`src/rtl/apb_mvm_pkg.sv`:
```
// Shared constants for the APB matrix-vector accelerator: register map,
// CTRL/STATUS bit positions, FSM encodings and an index-width helper.
package apb_mvm_pkg;

  localparam logic [12:0] OFF_CTRL   = 13'h000;
  localparam logic [12:0] OFF_STATUS = 13'h004;
  localparam logic [12:0] OFF_A_DATA = 13'h008;
  localparam logic [12:0] OFF_X_DATA = 13'h00C;
  localparam logic [12:0] OFF_Y_BASE = 13'h100;

  localparam int CTRL_START  = 0;
  localparam int CTRL_CLEAR  = 1;
  localparam int CTRL_IRQ_EN = 2;

  localparam int STAT_BUSY = 0;
  localparam int STAT_DONE = 1;
  localparam int STAT_ERR  = 2;

  localparam logic [1:0] ST_IDLE = 2'd0;
  localparam logic [1:0] ST_RUN  = 2'd1;
  localparam logic [1:0] ST_DONE = 2'd2;

  // Index width for an n-entry store; never below one bit.
  function automatic int idx_w(input int n);
    return (n > 1) ? $clog2(n) : 1;
  endfunction

endpackage

```
`src/rtl/mvm_mac_core.sv`:
```
// Serial MAC engine: A/x stores, row/column walk, accumulator and Y file.
// One A[r][c]*x[c] product per RUN cycle; state is exported for observation.
module mvm_mac_core
  import apb_mvm_pkg::*;
#(
  parameter int DW   = 8,
  parameter int ROWS = 4,
  parameter int COLS = 16,
  parameter int AW   = 2*DW + $clog2(COLS) + 1,
  parameter int AIW  = idx_w(ROWS*COLS),
  parameter int CIW  = idx_w(COLS),
  parameter int RIW  = idx_w(ROWS)
) (
  input  logic                 clk,
  input  logic                 rst_n,
  input  logic                 start,
  input  logic                 clear,
  input  logic                 a_we,
  input  logic [AIW-1:0]       a_idx,
  input  logic                 x_we,
  input  logic [CIW-1:0]       x_idx,
  input  logic [DW-1:0]        wdata,
  input  logic [RIW-1:0]       y_idx,
  output logic signed [AW-1:0] y_rdata,
  output logic                 done_pulse,
  output logic [1:0]           state
);

  localparam logic [CIW-1:0] C_LAST = CIW'(COLS-1);
  localparam logic [RIW-1:0] R_LAST = RIW'(ROWS-1);

  logic signed [DW-1:0]   a_mem [ROWS*COLS];
  logic signed [DW-1:0]   x_mem [COLS];
  logic signed [AW-1:0]   y_mem [ROWS];
  logic [AIW-1:0]         a_ptr;
  logic [CIW-1:0]         c;
  logic [RIW-1:0]         r;
  logic signed [AW-1:0]   acc;
  logic signed [2*DW-1:0] prod;
  logic signed [AW-1:0]   sum;
  logic                   last_col;
  logic                   last_row;

  // a_ptr walks A row-major in lockstep with (r, c), avoiding an r*COLS multiply.
  assign prod     = a_mem[a_ptr] * x_mem[c];
  assign sum      = acc + AW'(prod);
  assign last_col = (c == C_LAST);
  assign last_row = (r == R_LAST);

  assign done_pulse = (state == ST_RUN) && last_col && last_row && !clear;
  assign y_rdata    = y_mem[y_idx];

  always_ff @(posedge clk) begin
    if (a_we) a_mem[a_idx] <= wdata;
    if (x_we) x_mem[x_idx] <= wdata;
    if ((state == ST_RUN) && last_col && !clear) y_mem[r] <= sum;
  end

  always_ff @(posedge clk or negedge rst_n) begin
    if (!rst_n) begin
      state <= ST_IDLE;
      a_ptr <= '0;
      c     <= '0;
      r     <= '0;
      acc   <= '0;
    end else if (clear) begin
      state <= ST_IDLE;
      a_ptr <= '0;
      c     <= '0;
      r     <= '0;
      acc   <= '0;
    end else begin
      case (state)
        ST_RUN: begin
          a_ptr <= a_ptr + AIW'(1);
          if (last_col) begin
            acc <= '0;
            c   <= '0;
            r   <= r + RIW'(1);
            if (last_row) state <= ST_DONE;
          end else begin
            acc <= sum;
            c   <= c + CIW'(1);
          end
        end
        // IDLE and DONE both accept a start; DONE falls back to IDLE otherwise.
        default: begin
          if (start) begin
            state <= ST_RUN;
            a_ptr <= '0;
            c     <= '0;
            r     <= '0;
            acc   <= '0;
          end else begin
            state <= ST_IDLE;
          end
        end
      endcase
    end
  end

endmodule

```
`src/rtl/apb_mvm_acc.sv`:
```
// APB slave wrapper for the matrix-vector accelerator: address decode,
// CTRL/STATUS registers, load counters, error reporting and interrupt.
module apb_mvm_acc
  import apb_mvm_pkg::*;
#(
  parameter int APB_ADDR_WIDTH = 13,
  parameter int DW             = 8,
  parameter int ROWS           = 4,
  parameter int COLS           = 16,
  parameter int AW             = 2*DW + $clog2(COLS) + 1
) (
  input  logic                      HCLK,
  input  logic                      HRESETn,
  input  logic [APB_ADDR_WIDTH-1:0] PADDR,
  input  logic [31:0]               PWDATA,
  input  logic                      PWRITE,
  input  logic                      PSEL,
  input  logic                      PENABLE,
  output logic [31:0]               PRDATA,
  output logic                      PREADY,
  output logic                      PSLVERR,
  output logic                      irq
);

  if (AW > 32) begin : g_aw_too_wide
    $error("apb_mvm_acc: accumulator width AW exceeds 32 bits");
  end

  localparam int WAW = APB_ADDR_WIDTH - 2;
  localparam int ACW = $clog2(ROWS*COLS + 1);
  localparam int XCW = $clog2(COLS + 1);
  localparam int AIW = idx_w(ROWS*COLS);
  localparam int CIW = idx_w(COLS);
  localparam int RIW = idx_w(ROWS);
  localparam logic [ACW-1:0] A_FULL = ACW'(ROWS*COLS);
  localparam logic [XCW-1:0] X_FULL = XCW'(COLS);

  logic [WAW-1:0] waddr;
  logic [5:0]     y_i;
  logic           hit_ctrl, hit_status, hit_a, hit_x, hit_y, y_ok;
  logic           wr, rd, busy, a_full, x_full;
  logic           ctrl_wr, ctrl_clear, ctrl_start, start_busy, start_go, start_bad;
  logic           a_wr, a_we, a_ovf, x_wr, x_we, x_ovf;
  logic [ACW-1:0] a_cnt;
  logic [XCW-1:0] x_cnt;
  logic           done, err, irq_en;
  logic [1:0]     mac_state;
  logic           done_pulse;
  logic signed [AW-1:0] y_rdata;
  logic [31:0]    status_word;
  logic           unused_bits;

  assign unused_bits = &{1'b0, PADDR[1:0], PWDATA};

  assign waddr      = PADDR[APB_ADDR_WIDTH-1:2];
  assign y_i        = waddr[5:0];
  assign hit_ctrl   = (waddr == WAW'(OFF_CTRL >> 2));
  assign hit_status = (waddr == WAW'(OFF_STATUS >> 2));
  assign hit_a      = (waddr == WAW'(OFF_A_DATA >> 2));
  assign hit_x      = (waddr == WAW'(OFF_X_DATA >> 2));
  assign hit_y      = (waddr[WAW-1:6] == (WAW-6)'(OFF_Y_BASE >> 8));
  assign y_ok       = hit_y && ({1'b0, y_i} < 7'(ROWS));

  // An access is the PSEL&PENABLE cycle; PREADY is always 1, so every access
  // completes in that cycle and all register effects land on its clock edge.
  assign wr     = PSEL & PENABLE & PWRITE;
  assign rd     = PSEL & PENABLE & ~PWRITE;
  assign busy   = (mac_state == ST_RUN);
  assign a_full = (a_cnt == A_FULL);
  assign x_full = (x_cnt == X_FULL);

  // clear outranks start in the same CTRL write.
  assign ctrl_wr    = wr & hit_ctrl;
  assign ctrl_clear = ctrl_wr & PWDATA[CTRL_CLEAR];
  assign ctrl_start = ctrl_wr & PWDATA[CTRL_START] & ~PWDATA[CTRL_CLEAR];
  assign start_busy = ctrl_start & busy;
  assign start_go   = ctrl_start & ~busy & a_full & x_full;
  assign start_bad  = ctrl_start & ~busy & ~(a_full & x_full);

  assign a_wr  = wr & hit_a;
  assign a_we  = a_wr & ~busy & ~a_full;
  assign a_ovf = a_wr & ~busy & a_full;
  assign x_wr  = wr & hit_x;
  assign x_we  = x_wr & ~busy & ~x_full;
  assign x_ovf = x_wr & ~busy & x_full;

  always_ff @(posedge HCLK or negedge HRESETn) begin
    if (!HRESETn) begin
      a_cnt  <= '0;
      x_cnt  <= '0;
      done   <= 1'b0;
      err    <= 1'b0;
      irq_en <= 1'b0;
    end else if (ctrl_clear) begin
      a_cnt  <= '0;
      x_cnt  <= '0;
      done   <= 1'b0;
      err    <= 1'b0;
      irq_en <= PWDATA[CTRL_IRQ_EN];
    end else begin
      if (a_we) a_cnt <= a_cnt + ACW'(1);
      if (x_we) x_cnt <= x_cnt + XCW'(1);
      if (ctrl_wr && !start_busy) irq_en <= PWDATA[CTRL_IRQ_EN];
      if (start_go) done <= 1'b0;
      else if (done_pulse) done <= 1'b1;
      if (start_bad || a_ovf || x_ovf) err <= 1'b1;
    end
  end

  always_comb begin
    status_word            = '0;
    status_word[STAT_BUSY] = busy;
    status_word[STAT_DONE] = done;
    status_word[STAT_ERR]  = err;
    status_word[15:8]      = 8'(a_cnt);
    status_word[31:16]     = 16'(x_cnt);
  end

  always_comb begin
    PRDATA = '0;
    if (PSEL && !PWRITE) begin
      if (hit_ctrl)        PRDATA[CTRL_IRQ_EN] = irq_en;
      else if (hit_status) PRDATA = status_word;
      else if (y_ok)       PRDATA = 32'(y_rdata);
    end
  end

  always_comb begin
    PSLVERR = 1'b0;
    if (wr) begin
      if (hit_ctrl)   PSLVERR = start_busy;
      else if (hit_a) PSLVERR = busy | a_full;
      else if (hit_x) PSLVERR = busy | x_full;
      else            PSLVERR = 1'b1;
    end else if (rd) begin
      PSLVERR = ~(hit_ctrl | hit_status | y_ok);
    end
  end

  assign PREADY = 1'b1;
  assign irq    = done & irq_en;

  mvm_mac_core #(
    .DW   (DW),
    .ROWS (ROWS),
    .COLS (COLS),
    .AW   (AW)
  ) u_core (
    .clk        (HCLK),
    .rst_n      (HRESETn),
    .start      (start_go),
    .clear      (ctrl_clear),
    .a_we       (a_we),
    .a_idx      (a_cnt[AIW-1:0]),
    .x_we       (x_we),
    .x_idx      (x_cnt[CIW-1:0]),
    .wdata      (PWDATA[DW-1:0]),
    .y_idx      (y_i[RIW-1:0]),
    .y_rdata    (y_rdata),
    .done_pulse (done_pulse),
    .state      (mac_state)
  );

endmodule
```
`config.mk`:
```
export PLATFORM = sky130hd
export DESIGN_NAME = apb_mvm_acc
export DESIGN_NICKNAME = d
export VERILOG_FILES = /design/src/rtl/apb_mvm_pkg.sv /design/src/rtl/mvm_mac_core.sv /design/src/rtl/apb_mvm_acc.sv
export SDC_FILE = /design/constraint.sdc
export NUM_CORES = 1
export LEC_CHECK = 0
export ABC_AREA = 0
export CORE_MARGIN = 2
export CORE_UTILIZATION = 35
export CTS_CLUSTER_DIAMETER = 100
export DETAILED_ROUTE_END_ITERATION = 10
export DONT_BUFFER_PORTS = 1
export GPL_TIMING_DRIVEN = 1
export MAX_ROUTING_LAYER = met4
export PLACE_DENSITY = 0.5
export SETUP_SLACK_MARGIN = 0.3
export SLEW_MARGIN = 40
export SYNTH_ARGS = -nofsm -noshare
export SYNTH_HDL_FRONTEND = slang
export SYNTH_SLANG_ARGS = --single-unit
```
`constraint.sdc`:
```
create_clock -name HCLK -period 19.6 [get_ports HCLK]
set_input_delay 3.92 -clock HCLK [delete_from_list [all_inputs] [get_ports HCLK]]
set_output_delay 3.92 -clock HCLK [all_outputs]
set_load 0.02 [all_outputs]
```
==> out/metrics.cfg, run 1 <==
[timing]
finalClockSkew_ns=0.02565
finalCritPeriodShare_pct=51.70
hold_viol_final=0
worstMarginPinSlew_ns=0.9489
rsz0062_at_grt=false
drv_slew=0
setup_slack_ns=9.467
setup_tns_ns=0
finalSetupViolCount=0
fmax_mhz=98.69
finalCriticalPeriod_ns=10.13
max_slew_margin_pct=36.07

[cts]
hold_buffers=0
ctsRootBufferMaster=clkbuf_16
cts_max_path_buffers=3
cts_setup_buffers=0
clock_sinks=774
cts_resized=0
insertion_delay_ns=0.63
tritoncts=done
numCtsBuffers=82
htreeDepth=3
clk_pin_slew_ns=0.05

[logic_synthesis]
ys_warn_count=0
synthCells=1905
synth_top_area_share_pct=62.99
syn_area_mm2=0.03451
synth.area.top_cells=edfxtp_1, mux4_2, fa_1, dfrtp_1, ha_1
ys_types=70
synth_edf_count=724
synth_fp_nets=2107
synth.top_cells.by_count=edfxtp_1, mux4_2, nor2_1
async_flop_share_pct=6.460
netlist.top_cell.by_area=edfxtp_1
ys_ff_latch=774
post_synth.cell_area_avg_um2=18.12
synth-seq-area-share_pct=66.62
synth.most_common_cell=edfxtp_1
ys.flop_type=edfxtp_1

[drt]
drtIter0Drc=1496
post_drt_wl_per_cell_um=24.53
post-route-drc-count=0
antenna_left=0
viasPerCell=5.271
drt_wl_total_um=80150
dr_total_vias=17230
first_pass_iters=5

[run]
cap_violations=0

[placement]
hpwl_um=51910
dpl.cell_count=3121
gp_congestion=0.8029
pre_cts_slack_ns=9.305
port_buffers=0

[grt]
grt_overflow_total=0
grt_pass1_wl_um=118800
grt_pass1_vias=17620
groute.usage.overall_pct=16.35
grt_max_degree=84
antenna_found_initial=0

[floorplanning]
die_w_um=318.0
start_util_pct=35.17
core_mm2=0.09813
rows=115
die_y_um=318.0
design.portCount=85
die_area_mm2=0.1011

[setup_path]
end_kind=output port
critPathKind=input pin to output port
cp.arrival_ns=6.21
cp-start-kind=input pin
cp_max_fo=9
required_ns=15.68

[power_and_ir_drop]
p_leak_uw=0.01256
power_uw=3306
peakVddDrop_mv=0.06039
pwr_density_cell_mw_per_mm2=86.00

[final_layout]
instances_no_fill=3268
fill_cells=8864
nets=2121
drive_gt1_share_pct=20.34
n_antenna_cell=0
area_growth_pct=11.38

[run_status]
status=finished clean

[worst_hold_path]
min_path_type=register to register

stage by stage:
stage	hold WS [ns]	utilization, %	instance area [µm²]
6_report	0.4939	39.17	38440
5_1_grt	0.5396	39.17	38440
4_1_cts	0.4900	39.08	38350
3_5_place_dp	0.4764	36.47	35790
3_3_place_gp	0.4731	36.36	35680
2_1_floorplan	0.4498	-	34510
cell usage in the layout, fill, tap and decap left out, types with 9 or more instances in the layout:
| master | netlist | final |
|---|---|---|
| and3_1 | 16 | 15 |
| mux4_1 | 17 | 17 |
| mux4_2 | 158 | 158 |
| nor2_2 | 0 | 53 |
| a221oi_1 | 28 | 28 |
| a22o_1 | 28 | 28 |
| xnor2_1 | 17 | 17 |
| clkinv_1 | 0 | 15 |
| nand4_1 | 13 | 13 |
| nor2b_1 | 11 | 9 |
| a22oi_1 | 15 | 15 |
| o21ai_0 | 33 | 33 |
| and2_1 | 18 | 19 |
| nor2_1 | 152 | 99 |
| mux2_2 | 12 | 12 |
| fa_1 | 92 | 92 |
| clkbuf_1 | 28 | 18 |
| o21ai_1 | 12 | 11 |
| mux2i_1 | 55 | 55 |
| a21oi_1 | 14 | 14 |
| or2_2 | 9 | 9 |
| edfxtp_1 | 724 | 724 |
| clkbuf_16 | 0 | 84 |
| xor2_1 | 11 | 11 |
| clkinv_2 | 0 | 15 |
| a21o_1 | 9 | 9 |
| nand3_1 | 19 | 19 |
| ha_1 | 60 | 60 |
| buf_4 | 23 | 24 |
| nand2_1 | 49 | 49 |
| dfrtp_1 | 50 | 45 |
| nand2b_1 | 11 | 11 |
| inv_1 | 84 | 84 |
layer usage:
layer  track usage, %  vias to the layer above  share of wire (%)
li1                 -                     7500                  -
met1            23.10                     9166                 46
met2            24.37                      446                 46
met3            3.172                      114                5.5
met4            4.181                        0                2.2
met5                -                        -                  0
critical path, cell delays in order:
cell and delay [ns]:
nor4_2 0.37, nor2b_1 0.29, and4b_1 0.41, nor2b_2 0.54
a22o_1 0.66
state kept, by name (all words and copies together), names as in the netlist:
signal        count
done              1
irq_en            1
u_core.y_mem     84
u_core.c          4
u_core.acc       21
a_cnt             7
err               1
u_core.a_ptr      6
u_core.r          2
x_cnt             5
u_core.state      2
u_core.x_mem    128
u_core.a_mem    512
power breakdown:
part | leakage [µW] | switching (µW) | internal (µW) | total, µW
clock network | 0.00125 | 637 | 857 | 1490
logic | 0.00413 | 4.38 | 5.01 | 9.39
registers | 0.00719 | 0.0826 | 1800 | 1800
total | 0.0126 | 641 | 2660 | 3310
cells by family after synthesis:
kind of cell,count (synthesis),share of synthesized area [%]
compound gates,179,3.756
buf+inv,181,2.773
flops,774,66.62
mux,242,13.59
other cells,1,0.01087
simple gates,348,5.032
fa+ha+maj,152,7.511
xor+xnor,28,0.7105
layout make-up:
cell class                      instances  area, µm²  area share (%)
Sequential cell                       774      23000           59.84
Timing Repair Buffer                   27      201.4          0.5240
Tap cell                             1287       1610           4.189
Multi-Input combinational cell        950      10750           27.96
Clock buffer                          103       2183           5.680
Inverter                               84      315.3          0.8202
Clock inverter                         43      381.6          0.9927
path summary, 6_finish.rpt:
path | startpoint | end | slack (ns) | depth (start not counted)
worst min-delay path | u_core.acc[5]$_DFFE_PN0P_ | u_core.acc[5]$_DFFE_PN0P_ | 0.49 | 2
worst max register to register | u_core.a_ptr[0]$_DFFE_PN0P_ | u_core.y_mem[3][20]$_DFFE_PP_ | 11.15 | 20
worst max-delay path | PADDR[5] | PRDATA[10] | 9.47 | 5
min in group asynchronous | HRESETn | irq_en$_DFFE_PN0P_ | 2.98 | 0
max in group asynchronous | HRESETn | u_core.a_ptr[1]$_DFFE_PN0P_ | 16.50 | 0
worst min register to register | u_core.acc[5]$_DFFE_PN0P_ | u_core.acc[5]$_DFFE_PN0P_ | 0.49 | 2
Note: power is estimated with default switching activity, not from simulation.
==> inputs of run 2 (changes only) <==
- PLACE_DENSITY: 0.5 -> 0.52
- clock period: 19.6 -> 8.3 ns (I/O delays scaled with it)
==> run 2 against run 1 <==
  * Final cell count increased by 1.2%
  * Core utilization grew 0.50 points
  * Global-route usage increased by 0.62 points
  * Critical path type is now register to register
  * Highest routed layer unchanged
==> out/metrics.cfg, run 2 (synthesis results as in run 1) <==
[drt]
viasPerCell=5.314
post_drt_wl_per_cell_um=25.02
drt_wl_total_um=82740
post-route-drc-count=0
dr_total_vias=17570
antenna_left=0
drtIter0Drc=1345
first_pass_iters=6

[setup_path]
critPathKind=register to register
r2r.worst_path.cells=22
reg2reg_setup_slack_ns=0.69
critPathLaunch=u_core.a_ptr[1]$_DFFE_PN0P_
end_kind=register
cp.arrival_ns=8.19
required_ns=8.87
r2r_start=u_core.a_ptr[1]$_DFFE_PN0P_
regToRegEndpoint=u_core.acc[19]$_DFFE_PN0P_
cp-endpoint=u_core.acc[19]$_DFFE_PN0P_
cp_max_fo=36
cp-start-kind=register

[timing]
rsz0062_at_grt=false
fmax_mhz=131.3
max_slew_margin_pct=42.45
hold_viol_final=0
setup_slack_ns=0.6855
drv_slew=0
finalClockSkew_ns=0.02225
worstMarginPinSlew_ns=0.8633
finalCriticalPeriod_ns=7.614
finalSetupViolCount=0
finalCritPeriodShare_pct=91.74
setup_tns_ns=0

[grt]
grt_pass1_vias=18040
busiest_layer=met2
groute.usage.overall_pct=16.98
grt_overflow_total=0
met3_usage_pct=2.783
grt_max_degree=84
antenna_found_initial=0
grtUsageMet1_pct=23.94
grt_pass1_wl_um=123400
gr-usage-met2_pct=25.64

[worst_hold_path]
hold-path-cell-count=2
min_path_type=register to register

[final_layout]
regArea_mm2=0.02301
largest_reg_flops=512
regMostFlops=u_core.a_mem
fill_cells=8867
area_growth_pct=12.80
final_cell_mix=edfxtp_1, mux4_2, nor2_1, fa_1, clkbuf_16
instances_no_fill=3307
multi_input_area_mm2=0.01072
drive_gt1_share_pct=21.45
nets=2151
top_regs=u_core.a_mem: 512 flops, u_core.x_mem: 128 flops, u_core.y_mem: 84 flops
final_common_cell=edfxtp_1

[floorplanning]
die_area_mm2=0.1011
start_util_pct=35.17
design.portCount=85
die_y_um=318.0
die_w_um=318.0
core_mm2=0.09813
rows=115

[cts]
numCtsBuffers=84
clk_pin_slew_ns=0.06
cts_max_path_buffers=3
cts_setup_buffers=0
ctsRootBufferMaster=clkbuf_16
htreeDepth=3
tritoncts=done
clock_sinks=774
insertion_delay_ns=0.64
hold_buffers=0

[run_status]
status=finished clean

[placement]
pre_cts_slack_ns=0.6226
hpwl_um=53060
dpl.cell_count=3150
gp_congestion=0.8582
port_buffers=0

[power_and_ir_drop]
p_sw_share_pct=19.50
p_clk_share_pct=46.8
power_frac_comb_pct=0.3
switching_power_uw=1569
p_leak_uw=0.01281
p_seq_share_pct=52.9
pwr_density_cell_mw_per_mm2=206.6
power_uw=8045
peakVddDrop_mv=0.1384
cell_internal_pwr_uw=6476

[run]
cap_violations=0

==> run 2: changes by cell type in the layout (fill, tap and decap cells not counted), moves of 3 or more <==
cell / delta
nor2_1: +3
buf_4: +22
buf_12: +6
bufinv_16: +3
clkbuf_16: +4
clkinv_4: +3
nor2_2: -3
nor3_1: +4
nor3_2: -4
clkinv_2: -3
==> run 2: how the worst min path moves through the flow <==
| stage | startpoint | end |
|---|---|---|
| after global routing | u_core.acc[2]$_DFFE_PN0P_ | u_core.acc[2]$_DFFE_PN0P_ |
| final | u_core.acc[5]$_DFFE_PN0P_ | u_core.acc[5]$_DFFE_PN0P_ |
| after CTS | u_core.acc[5]$_DFFE_PN0P_ | u_core.acc[5]$_DFFE_PN0P_ |
| after detailed placement | u_core.acc[5]$_DFFE_PN0P_ | u_core.acc[5]$_DFFE_PN0P_ |
| after floorplan | u_core.acc[5]$_DFFE_PN0P_ | u_core.acc[5]$_DFFE_PN0P_ |
| after global placement | u_core.acc[5]$_DFFE_PN0P_ | u_core.acc[5]$_DFFE_PN0P_ |
==> run 2: cell type report <==
type,instances,share of cell area (%)
well taps,1287,4.136
diodes,1,0.006428
clock inverters,50,1.279
repair buffers,55,1.292
flip-flops and latches,774,59.09
inverters,84,0.8099
multi-input cells,950,27.53
clock buffers,106,5.856
==> run 2: per-stage QoR <==
stage / utilization [%] / instance area (µm²) / hold slack [ns]
floorplan: - / 34510 / 0.4498
global placement: 36.67 / 35980 / 0.4753
detailed placement: 36.77 / 36080 / 0.4748
CTS: 39.60 / 38860 / 0.4978
global route: 39.67 / 38930 / 0.5411
finish: 39.67 / 38930 / 0.4987
==> run 2: worst max-delay path, cell delays in order (launching register included) <==
cell	delay, ns
dfrtp_4	0.82
buf_12	0.33
buf_12	0.24
mux4_2	0.34
mux2i_1	0.32
o21ai_0	0.24
and2_1	0.28
nand3_2	0.20
nor2_1	0.10
fa_1	0.51
inv_1	0.06
fa_1	0.54
inv_1	0.05
fa_1	0.45
fa_1	0.52
fa_1	0.42
ha_1	0.35
and2_1	0.19
a311o_1	0.36
o22ai_1	0.39
o21ai_0	0.22
xor2_1	0.36
a22o_1	0.18
==> run 2: per-layer routing <==
| metal | up-vias | share of wire [%] |
|---|---|---|
| met2 | 508 | 47 |
| li1 | 7578 | - |
| met4 | 0 | 2.3 |
| met3 | 125 | 5.1 |
| met5 | - | 0 |
| met1 | 9362 | 46 |
==> run 2: power groups by stage <==
stage	Combinational, µW	Sequential, µW	Clock [µW]
5_1_grt	22.1	4250	4000
3_5_place_dp	21.3	4340	0
3_3_place_gp	20.8	4340	0
6_report	21.0	4260	3770
4_1_cts	21.4	4260	3850
2_1_floorplan	21.7	4340	0
==> run 2: timing repair <==
action                                 CTS  global route
gates resized for setup                  0             1
endpoints found under the hold margin    0             0
setup endpoints to repair                0             5
